$ cat src/rtl/tile_vga_renderer.sv
// tile_vga_renderer
// VGA timing generator and tile colour pipeline for the snake display path.
// Counters address a pixel, the tile under it is offered to the game-state
// lookup, and one cycle later the returned tile class is turned into a
// registered colour. Sync and data-enable travel through the same two stages
// so every display output stays cycle-aligned with the colour.
module tile_vga_renderer #(
   parameter int H_SYNC    = 96,
   parameter int H_BACK    = 48,
   parameter int H_DISP    = 640,
   parameter int H_FRONT   = 16,
   parameter int V_SYNC    = 2,
   parameter int V_BACK    = 33,
   parameter int V_DISP    = 480,
   parameter int V_FRONT   = 10,
   parameter int TILE_LOG2 = 4,
   parameter int TX_W      = 6,
   parameter int TY_W      = 5,
   parameter int COLOR_W   = 12,
   parameter bit HS_POL    = 1'b0,
   parameter bit VS_POL    = 1'b0,
   parameter logic [COLOR_W-1:0] BG_COLOR    = 12'h000,
   parameter logic [COLOR_W-1:0] HEAD_COLOR  = 12'h0F0,
   parameter logic [COLOR_W-1:0] BODY_COLOR  = 12'h0FF,
   parameter logic [COLOR_W-1:0] WALL_COLOR  = 12'h505,
   parameter logic [COLOR_W-1:0] APPLE_COLOR = 12'hFF0,
   parameter logic [COLOR_W-1:0] GRID_COLOR  = 12'h000
) (
   input  logic               clk,
   input  logic               rst,
   input  logic               grid_en,
   input  logic [TX_W-1:0]    apple_x,
   input  logic [TY_W-1:0]    apple_y,
   input  logic [1:0]         tile_type,
   output logic [TX_W-1:0]    tile_x,
   output logic [TY_W-1:0]    tile_y,
   output logic               hsync,
   output logic               vsync,
   output logic               de,
   output logic [COLOR_W-1:0] color_out,
   output logic               frame_start
);

   localparam int H_TOTAL = H_SYNC + H_BACK + H_DISP + H_FRONT;
   localparam int V_TOTAL = V_SYNC + V_BACK + V_DISP + V_FRONT;
   localparam int H_OFF   = H_SYNC + H_BACK;
   localparam int V_OFF   = V_SYNC + V_BACK;
   localparam int HCW     = $clog2(H_TOTAL);
   localparam int VCW     = $clog2(V_TOTAL);

   typedef enum logic [1:0] {
      TILE_NONE = 2'b00,
      TILE_HEAD = 2'b01,
      TILE_BODY = 2'b10,
      TILE_WALL = 2'b11
   } tileKind_t;

   logic [HCW-1:0]     hCnt_q, hCnt_d;
   logic [VCW-1:0]     vCnt_q, vCnt_d;

   logic [9:0]         pixX, pixY;
   logic               pixActive;
   logic               oxZero, oyZero;
   logic               appleHit;
   logic               hsRaw, vsRaw;
   logic               origin;

   logic               activeS1_q;
   logic               oxZeroS1_q;
   logic               oyZeroS1_q;
   logic               appleHitS1_q;
   logic               hsRawS1_q;
   logic               vsRawS1_q;
   logic               originS1_q;

   tileKind_t          tileKind;
   logic               gridHit;
   logic [COLOR_W-1:0] color_d;

   logic               de_q;
   logic               hsync_q;
   logic               vsync_q;
   logic               frameStart_q;
   logic [COLOR_W-1:0] color_q;

   // Next raster position: horizontal wraps every line, vertical steps at line end
   // and wraps on the very same edge as the last pixel of the frame.
   always_comb begin
      hCnt_d = hCnt_q + HCW'(1);
      vCnt_d = vCnt_q;
      if (hCnt_q == HCW'(H_TOTAL - 1)) begin
         hCnt_d = '0;
         if (vCnt_q == VCW'(V_TOTAL - 1)) begin
            vCnt_d = '0;
         end else begin
            vCnt_d = vCnt_q + VCW'(1);
         end
      end
   end

   // Raster counters; a reset anywhere in the frame restarts from the sync pulse.
   always_ff @(posedge clk or posedge rst) begin
      if (rst) begin
         hCnt_q <= '0;
         vCnt_q <= '0;
      end else begin
         hCnt_q <= hCnt_d;
         vCnt_q <= vCnt_d;
      end
   end

   // Pixel coordinates relative to the active window; outside the window these
   // wrap to meaningless values, which is harmless because blanking forces BG.
   assign pixX      = 10'(hCnt_q - HCW'(H_OFF));
   assign pixY      = 10'(vCnt_q - VCW'(V_OFF));
   assign pixActive = (hCnt_q >= HCW'(H_OFF)) && (hCnt_q < HCW'(H_OFF + H_DISP)) &&
                      (vCnt_q >= VCW'(V_OFF)) && (vCnt_q < VCW'(V_OFF + V_DISP));

   assign tile_x    = pixX[TILE_LOG2 +: TX_W];
   assign tile_y    = pixY[TILE_LOG2 +: TY_W];
   assign oxZero    = (pixX[TILE_LOG2-1:0] == '0);
   assign oyZero    = (pixY[TILE_LOG2-1:0] == '0);
   assign appleHit  = (tile_x == apple_x) && (tile_y == apple_y);
   assign hsRaw     = (hCnt_q < HCW'(H_SYNC));
   assign vsRaw     = (vCnt_q < VCW'(V_SYNC));
   assign origin    = pixActive && (pixX == '0) && (pixY == '0);

   // Stage 1 holds everything about the pixel that is known locally, while the
   // external lookup spends this same cycle producing the tile class.
   always_ff @(posedge clk or posedge rst) begin
      if (rst) begin
         activeS1_q   <= 1'b0;
         oxZeroS1_q   <= 1'b0;
         oyZeroS1_q   <= 1'b0;
         appleHitS1_q <= 1'b0;
         hsRawS1_q    <= 1'b0;
         vsRawS1_q    <= 1'b0;
         originS1_q   <= 1'b0;
      end else begin
         activeS1_q   <= pixActive;
         oxZeroS1_q   <= oxZero;
         oyZeroS1_q   <= oyZero;
         appleHitS1_q <= appleHit;
         hsRawS1_q    <= hsRaw;
         vsRawS1_q    <= vsRaw;
         originS1_q   <= origin;
      end
   end

   assign tileKind = tileKind_t'(tile_type);

   // Colour selection: blanking beats everything, the apple overrides whatever
   // the game state says about its tile, and snake segments get grid lines on
   // their top/left edges (or just the corner dot when grid mode is off).
   always_comb begin
      color_d = BG_COLOR;
      gridHit = grid_en ? (oxZeroS1_q || oyZeroS1_q) : (oxZeroS1_q && oyZeroS1_q);
      if (!activeS1_q) begin
         color_d = BG_COLOR;
      end else if (appleHitS1_q) begin
         color_d = (oxZeroS1_q && oyZeroS1_q) ? GRID_COLOR : APPLE_COLOR;
      end else begin
         case (tileKind)
            TILE_NONE: color_d = BG_COLOR;
            TILE_HEAD: color_d = gridHit ? GRID_COLOR : HEAD_COLOR;
            TILE_BODY: color_d = gridHit ? GRID_COLOR : BODY_COLOR;
            TILE_WALL: color_d = WALL_COLOR;
            default:   color_d = BG_COLOR;
         endcase
      end
   end

   // Stage 2 output registers; sync levels are applied here so polarity is a
   // pure output property and all display signals leave on the same edge.
   always_ff @(posedge clk or posedge rst) begin
      if (rst) begin
         de_q         <= 1'b0;
         color_q      <= BG_COLOR;
         hsync_q      <= ~HS_POL;
         vsync_q      <= ~VS_POL;
         frameStart_q <= 1'b0;
      end else begin
         de_q         <= activeS1_q;
         color_q      <= color_d;
         hsync_q      <= hsRawS1_q ? HS_POL : ~HS_POL;
         vsync_q      <= vsRawS1_q ? VS_POL : ~VS_POL;
         frameStart_q <= originS1_q;
      end
   end

   assign hsync       = hsync_q;
   assign vsync       = vsync_q;
   assign de          = de_q;
   assign color_out   = color_q;
   assign frame_start = frameStart_q;

endmodule
$ cat config.mk
export PLATFORM = sky130hd
export DESIGN_NAME = tile_vga_renderer
export DESIGN_NICKNAME = d
export VERILOG_FILES = /design/src/rtl/tile_vga_renderer.sv
export SDC_FILE = /design/constraint.sdc
export NUM_CORES = 1
export LEC_CHECK = 0
export BUFFER_PORTS_ARGS = -buffer_cell sky130_fd_sc_hd__buf_2
export CAP_MARGIN = 10
export CORE_MARGIN = 2
export CORE_UTILIZATION = 40
export DETAILED_ROUTE_END_ITERATION = 10
export GPL_TIMING_DRIVEN = 0
export PLACE_DENSITY = 0.63
export SLEW_MARGIN = 0
export SYNTH_ARGS = -nofsm -noshare
export SYNTH_HDL_FRONTEND = slang
export SYNTH_SLANG_ARGS = --single-unit
$ cat constraint.sdc
create_clock -name clk -period 2.9 [get_ports clk]
set_clock_uncertainty 0.15 [all_clocks]
set_input_delay 0 -clock clk [delete_from_list [all_inputs] [get_ports clk]]
set_output_delay 0 -clock clk [all_outputs]
set_load 0.01 [all_outputs]
Yosys cells after proc, flatten, opt, wreduce, memory -nomap -nowiden
Index checks and enable logic that the tools add are counted.
{ "op_classes": {"n_addsub": 4, "n_mul": 0, "n_div": 0, "order_cmp": 6, "n_eq_ne": 7, "shift": 0, "n_mux": 11, "n_bitwise": 0, "reduce_logical": 13} }
{ "ops": {"columns": ["operator", "n"], "rows": [
  ["$pmux 12 s4", 1],
  ["$mux 12", 3],
  ["$add 10x1->10 const B", 2],
  ["$eq 10x10->1 const B", 2],
  ["$logic_not 10->1", 2],
  ["$lt 10x10->1 const B", 2],
  ["$mux 10", 2],
  ["$mux 8", 2],
  ["$ge 10x6->1 const B", 1],
  ["$ge 10x8->1 const B", 1],
  ["$lt 10x2->1 const B", 1],
  ["$lt 10x7->1 const B", 1],
  ["$sub 10x6->10 const B", 1],
  ["$sub 10x8->10 const B", 1],
  ["$logic_not 4->1", 2],
  ["$logic_and 1x1->1", 7],
  ["$eq 6x6->1", 1],
  ["$eq 5x5->1", 1],
  ["$eq 2x2->1 const B", 2],
  ["$mux 1", 3],
  ["$eq 2x1->1 const B", 1],
  ["$logic_not 2->1", 1],
  ["$logic_or 1x1->1", 1]
]} }
{ "word_totals": {"register_bits": 43, "latch_bits": 0, "mem_bits_rw": 0, "romBits": 0, "inputBits": 16, "output_inout_bits": 27, "wordCells": 55, "mem_count": 0} }

Longest topological paths before layout
Gate-level depths: netlist (run 1).
{ "logic_depth": {"ltp_word": 6, "mapped_depth": 8, "mapped_depth_nobuf": 7} }

Worst setup path before layout (run 1)
No wires, ideal clock.
{ "synth_path": {"path_kind": "register to register", "start": "register vCnt_q[0]", "end": "register originS1_q", "setup_ns": 0.096, "arrival_ns": 2.087, "required_time_ns": 2.654, "path_slack_ns": 0.568, "stages_incl_launch_ff": 6, "n_path_buf": 0, "period_less_slack_ns": 2.332, "path_cell_list": "dfrtp_1 -> ha_1 -> o41a_1 -> xnor2_1 -> or4b_4 -> nor4_2"} }
{ "synth_between": {"elab_cells_between_ends": 8, "cone_classes": "add/sub: 1; order compare: 2; reduce/logical: 5"} }
{ "synth_lines": {"columns": ["element", "line_no", "text"], "rows": [
  ["start: declaration", "59", "logic [VCW-1:0] vCnt_q, vCnt_d;"],
  ["start signal: assignment", "108", "vCnt_q <= vCnt_d;"],
  ["$sub 10x6->10", "115", "assign pixY = 10'(vCnt_q - VCW'(V_OFF));"],
  ["via tile_y[2]", "36", "output logic [TY_W-1:0] tile_y,"],
  ["$logic_not 10->1", "126", "assign origin = pixActive && (pixX == '0) && (pixY == '0);"],
  ["$logic_and 1x1->1", "126", null],
  ["via origin", "66", "logic origin;"],
  ["end signal: assignment", "146", "originS1_q <= origin;"],
  ["end: declaration", "74", "logic originS1_q;"]
]} }
The timed path passes the listed nets, and every way through them passes these cells.
A chain may end at the register's enable or synchronous reset.

Worst setup path in the final report (run 1)
{ "layout_path": {"start": "register vCnt_q[1]", "end": "register appleHitS1_q"} }
{ "layout_between": {"elab_chain_len": 3} }
{ "layout_rtl": {"columns": ["element", "line_no", "text"], "rows": [
  ["$sub 10x6->10", "115", null],
  ["$eq 5x5->1", "123", "assign appleHit = (tile_x == apple_x) && (tile_y == apple_y);"],
  ["$logic_and 1x1->1", "123", null],
  ["via appleHit", "64", "logic appleHit;"],
  ["end signal: assignment", "143", "appleHitS1_q <= appleHit;"],
  ["end: declaration", "71", "logic appleHitS1_q;"]
]} }
The timed path passes the listed nets, and every way through them passes these cells.

==> out/results.ini, run 1 <==
[clock_network]
path_clk_slew_ns = 0.07
numCtsBuffers = 5
cts_resized = 0
holdBufCountCts = 7
cts_setup_buffers = 0
cts_tree = built
clk_latency_ns = 0.29
clock-sinks = 36
cts-htree-levels = 2
clock_path_buffers = 2
clockRootBuffer = clkbuf_8

[sta]
rsz0062_at_grt = no
finalCritPeriodShare_pct = 90.86
hold_viol = 0
worstMarginPinSlew_ns = 0.7718
slew_headroom_pct = 48.47
tns_ns = 0
period_minus_slack_ns = 2.635
clock.fmax_mhz = 379.5
setup-violations-final = 0
finalMaxSlewViolations = 0
whs_ns = 0.03539

[pwr]
vdd.ir_drop.worst_mv = 0.1728
p_per_area_nw_per_um2 = 343.8
power.leakage_uw = 0.001290
power.total_uw = 924.1

[yosys]
synth-xor-area-share_pct = 12.44
syn-instance-count = 237
synthSimpleGateAreaFrac_pct = 21.78
yosysWarnings = 0
synth_compound_area_share_pct = 13.17
async_reset_ff_share_pct = 100.0
synthDistinctLibCells = 53
syn-cell-area_um2 = 2223
synth_top_family_by_area = simple AND/OR/NAND/NOR gates
synth_enable_flop_cells = 0
seq_area_frac_synth_pct = 40.63
synth_fp_nets = 260
ys_seq_elements = 36
synthFlopType = dfrtp_1
synth_area_per_cell_um2 = 9.381
synth.area.mux_share_pct = 0
yosys.area_share.adder_pct = 4.389

[die]
die_h_um = 78.56
io_pins = 43
dieArea_um2 = 6171
dieWidth_um = 78.56
coreArea_um2 = 5439
start_util_pct = 40.88
row_count = 27

[final_layout]
fin_cells = 366
area_delta_synth_final_pct = 20.88
nets = 316
diodes = 0
fillers = 524
fin_util_pct = 49.41
drive_above_1_share_pct = 25.17

[detailed_routing]
wl_met2_mm = 2.309
routed_wl_mm = 5.066
wl_per_cell_um = 13.84
met3_length_um = 234
drc = 0
via_count = 1882
drtPass1Iterations = 4
routed_via_density = 5.142
wirelength_met1_mm = 2.431
top_layer = met4
drt_iter0_markers = 206
drtAntennaViolNets = 0

[flow_run]
cap_violations = 0

[worst_setup_path]
r2r_slack_ns = 0.27
critPathArrivalTime_ns = 2.71
endpoint_kind = flip-flop
path_class = flip-flop to flip-flop
cp_max_fo = 8
startpoint_type = flip-flop
cp.required_ns = 2.98

[placement]
gp_congestion = 0.8252
dpl.hpwl_mm = 3.682
placed_cells = 351
port_buffers = 42

[global_route]
grt_usage_pct = 17.98
antenna_found_initial = 0
overflow = 0
grt_pass1_wl_mm = 8.694
grt_pass1_vias = 1833
grt_max_degree = 37

[outcome]
status = completed

[worst_hold_path]
hold_path_class = input port to flip-flop

[area by class of cell]
type | count | area [µm²] | area share (%)
Clock buffer | 7 | 86.33 | 3.212
Multi-Input combinational cell | 166 | 1151 | 42.83
Buffer | 21 | 116.4 | 4.330
Clock inverter | 1 | 7.507 | 0.2793
Sequential cell | 36 | 903.4 | 33.61
Inverter | 14 | 52.55 | 1.955
Timing Repair Buffer | 49 | 280.3 | 10.43
Tap cell | 72 | 90.09 | 3.352
[layout by cell type (no fill, tap or decap), types with 8 or more instances in the layout]
master    instances
buf_2            48
dfrtp_1          34
xor2_1           21
nand2_1          17
o21ai_0          17
inv_1            13
nor2_1           12
nor3_1            9
clkbuf_1          8
buf_4             8
a21oi_1           8
xnor2_1           8
[power breakdown]
part	switching [µW]	leakage, µW	internal, µW	total [µW]
clock network	181	0.0000445	193	374
registers	0.0109	0.000466	502	502
logic	26.0	0.000780	21.8	47.8
[cell families after synthesis]
logic type                 after synthesis
and+or+nand+nor                         83
buffers and inverters                   35
xor gates and xnor gates                30
adders and majority gates                8
AOI/OAI and AO/OA                       45
DFF                                     36
[worst paths after layout]
kind | from | end | cells after the start
min | apple_x[5] | appleHitS1_q$_DFF_PP0_ | 4
max in group asynchronous | rst | vCnt_q[9]$_DFFE_PP0N_ | 3
max reg2reg | vCnt_q[1]$_DFFE_PP0N_ | appleHitS1_q$_DFF_PP0_ | 6
min in group asynchronous | rst | vCnt_q[8]$_DFFE_PP0N_ | 3
max | vCnt_q[1]$_DFFE_PP0N_ | appleHitS1_q$_DFF_PP0_ | 6
min reg2reg | hsRawS1_q$_DFF_PP0_ | hsync$_DFF_PP1_ | 1
[per-stage QoR]
step / instance area (µm²) / setup slack (ns)
after floorplan: 2223 / 0.5677
after global placement: 2524 / 0.3136
after detailed placement: 2524 / 0.3278
after CTS: 2688 / 0.2960
after global routing: 2688 / 0.2324
final: 2688 / 0.2652
[cells in the mapped netlist, types with 3 or more instances]
cell | count | share of area, %
inv_1 | 14 | 2.4
buf_2 | 6 | 1.4
nand3b_1 | 3 | 1.0
nor2_1 | 12 | 2.0
and4_1 | 3 | 1.2
xnor2_1 | 8 | 3.2
nor3_1 | 9 | 2.0
ha_1 | 7 | 3.9
nand2b_1 | 3 | 0.84
nor2b_1 | 5 | 1.4
nand4_1 | 4 | 1.1
o21ai_0 | 17 | 3.8
xor2_1 | 21 | 8.3
a21oi_1 | 8 | 1.8
clkbuf_1 | 7 | 1.2
buf_4 | 8 | 2.7
nand2_1 | 17 | 2.9
nand3_1 | 7 | 1.6
dfrtp_1 | 34 | 38
[flip-flops by register name, summed over array words and instances, names as in the netlist]
name	cells
hCnt_q	10
vsRawS1_q	1
oxZeroS1_q	1
frame_start	1
color_out	5
hsRawS1_q	1
originS1_q	1
activeS1_q	1
de	1
appleHitS1_q	1
hsync	1
oyZeroS1_q	1
vsync	1
vCnt_q	10
[routing by layer]
| layer | GRT usage, % | vias up |
|---|---|---|
| met5 | 0 | - |
| met4 | 6.140 | 0 |
| met3 | 3.563 | 9 |
| met2 | 28.97 | 55 |
| met1 | 24.14 | 890 |
| li1 | - | 928 |
[worst max-delay path, cell delays in order, from the launching register on]
cell and delay, ns:
dfrtp_1 0.48, ha_1 0.35, o41a_1 0.51, o21a_1 0.15, a311o_1 0.29, a2111oi_1 0.40
and4_1 0.25
Power figures use the tool's default switching activity.
==> run 2: changes to the inputs <==
--- a/config.mk
+++ b/config.mk
@@ -7,7 +7,6 @@
 export LEC_CHECK = 0
 export BUFFER_PORTS_ARGS = -buffer_cell sky130_fd_sc_hd__buf_2
 export CAP_MARGIN = 10
-export CORE_MARGIN = 2
 export CORE_UTILIZATION = 40
 export DETAILED_ROUTE_END_ITERATION = 10
 export GPL_TIMING_DRIVEN = 0
==> run 2 against run 1 <==
  * Die area fell by 5.0%
  * Core utilization up 1.6 points
  * Cell area is 0.56% lower
  * Sequential power about the same
  * Critical endpoint is now originS1_q$_DFF_PP0_
==> out/results.ini, run 2 (synthesis results as in run 1) <==
[worst_hold_path]
hold_path_depth = 5  ; was 4
hold_path_class = input port to flip-flop  ; unchanged
hold_end = appleHitS1_q$_DFF_PP0_  ; unchanged
hold_start = apple_x[2]  ; was apple_x[5]

[sta]
slew_headroom_pct = 48.22  ; was 48.47%
hold_viol = 0  ; unchanged
tns_ns = 0  ; unchanged
worstMarginPinSlew_ns = 0.7756  ; was 0.7718 ns
finalCritPeriodShare_pct = 85.72  ; was 90.86%
finalMaxSlewViolations = 0  ; unchanged
clock.fmax_mhz = 402.3  ; was 379.5 MHz
period_minus_slack_ns = 2.486  ; was 2.635 ns
setup-violations-final = 0  ; unchanged
rsz0062_at_grt = no  ; unchanged

[die]
coreArea_um2 = 5238  ; was 5439 µm²
dieWidth_um = 76.56  ; was 78.56 µm
start_util_pct = 42.45  ; was 40.88%
die_h_um = 76.56  ; was 78.56 µm
row_count = 26  ; was 27
io_pins = 43  ; unchanged
dieArea_um2 = 5861  ; was 6171 µm²

[detailed_routing]
via_count = 1842  ; was 1,882
drc = 0  ; unchanged
routed_via_density = 5.060  ; was 5.142
drtAntennaViolNets = 0  ; unchanged
wl_met2_mm = 2.162  ; was 2.309 mm
wl_per_cell_um = 13.44  ; was 13.84 µm
drt_iter0_markers = 114  ; was 206
met3_length_um = 280  ; was 234 µm
wirelength_met1_mm = 2.413  ; was 2.431 mm
routed_wl_mm = 4.893  ; was 5.066 mm
drtPass1Iterations = 4  ; unchanged
top_layer = met4  ; unchanged

[worst_setup_path]
worstRegToRegCells = 5  ; was 6
critPathArrivalTime_ns = 2.53  ; was 2.71 ns
timing.rr.end = originS1_q$_DFF_PP0_  ; was appleHitS1_q$_DFF_PP0_
cp.required_ns = 2.95  ; was 2.98 ns
endpoint_kind = flip-flop  ; unchanged
rr_startpoint = vCnt_q[0]$_DFFE_PP0N_  ; was vCnt_q[1]$_DFFE_PP0N_
startpoint_type = flip-flop  ; unchanged
cp_max_fo = 8  ; unchanged
r2r_slack_ns = 0.41  ; was 0.27 ns
path_class = flip-flop to flip-flop  ; unchanged

[flow_run]
cap_violations = 0  ; unchanged

[final_layout]
diodes = 0  ; unchanged
area_delta_synth_final_pct = 20.20  ; was 20.88%
multiInputGateArea_um2 = 1151  ; unchanged
layout_commonest_cell = buf_2  ; unchanged
fin_util_pct = 51.03  ; was 49.41%
final_cell_mix = buf_2 (48), dfrtp_1 (34), xor2_1 (21), nand2_1 (17), o21ai_0 (17)  ; unchanged
nets = 316  ; unchanged
fillers = 504  ; was 524
seq_area_um2 = 903.4  ; unchanged
drive_above_1_share_pct = 24.83  ; was 25.17%

[clock_network]
numCtsBuffers = 5  ; unchanged
path_clk_slew_ns = 0.07  ; about the same
cts_tree = built  ; unchanged
clk_latency_ns = 0.29  ; about the same
clockRootBuffer = clkbuf_8  ; unchanged
cts_resized = 0  ; unchanged
clock-sinks = 36  ; unchanged
clock_path_buffers = 2  ; unchanged
cts-htree-levels = 2  ; unchanged

[global_route]
grt_max_degree = 37  ; unchanged
antenna_found_initial = 0  ; unchanged
grt_pass1_vias = 1753  ; was 1,833
grt_usage_pct = 18.09  ; was 17.98%
overflow = 0  ; unchanged
grt_pass1_wl_mm = 8.349  ; was 8.694 mm

[pwr]
p_per_area_nw_per_um2 = 333.8  ; was 343.8 nW/µm²
vdd.ir_drop.worst_mv = 0.1564  ; was 0.1728 mV
power.leakage_uw = 0.001288  ; was 0.001290 µW

[placement]
gp_congestion = 0.8584  ; was 0.8252
dpl.hpwl_mm = 3.543  ; was 3.682 mm
port_buffers = 42  ; unchanged

[outcome]
status = completed  ; unchanged

## run 2: metrics by stage
stage               hold slack, ns  setup WS [ns]  power [µW]  instances  cell area [µm²]
floorplan                 -0.07680         0.5677       533.6        237             2223
global placement           0.07461         0.4423       554.0        349             2521
detailed placement         0.04082         0.4251       554.1        349             2521
CTS                        0.02833         0.4066       904.5        364             2673
global route               0.05627         0.2651       928.6        364             2673
finish                     0.02951         0.4142       892.2        364             2673
## run 2: how the worst max path moves through the flow
stage                                     start                     end  slack, ns
after global placement    vCnt_q[0]$_DFFE_PP0N_  appleHitS1_q$_DFF_PP0_       0.44
after detailed placement  vCnt_q[1]$_DFFE_PP0N_    originS1_q$_DFF_PP0_       0.43
after CTS                 vCnt_q[1]$_DFFE_PP0N_    originS1_q$_DFF_PP0_       0.41
final                     vCnt_q[0]$_DFFE_PP0N_    originS1_q$_DFF_PP0_       0.41
after floorplan           vCnt_q[0]$_DFFE_PP0N_    originS1_q$_DFF_PP0_       0.57
after global routing      vCnt_q[1]$_DFFE_PP0N_  appleHitS1_q$_DFF_PP0_       0.27
## run 2: cell type report
type                       count  share of cell area [%]
inverter                      14                   1.966
buffer                        21                   4.354
sequential                    36                   33.80
timing repair buffer          49                   10.49
multi-input combinational    166                   43.07
clock inverter                 1                  0.1873
tap                           70                   3.277
clock buffer                   7                   2.856
## run 2: power breakdown
group	total (µW)	switching, µW	internal [µW]
Combinational	47.2	25.4	21.8
Sequential	502	0.0106	502
Clock	343	174	169
Total	892	200	692
## run 2: worst max-delay path, cell delays in order (launching register included)
cell and delay, ns:
dfrtp_1 0.46, ha_1 0.34, o41a_1 0.51, xnor2_1 0.18, or4b_4 0.54, nor4_2 0.21
## run 2: per-layer routing
layer / up-vias / track usage, %
met1: 842 / 25.53
met2: 64 / 27.48
li1: 931 / -
met3: 5 / 4.311
met4: 0 / 5.192
met5: - / 0
## run 2: timing repair
item,4_1_cts,5_1_grt
hold buffers,7,0
setup buffers,0,0
endpoints found under the hold margin,39,0
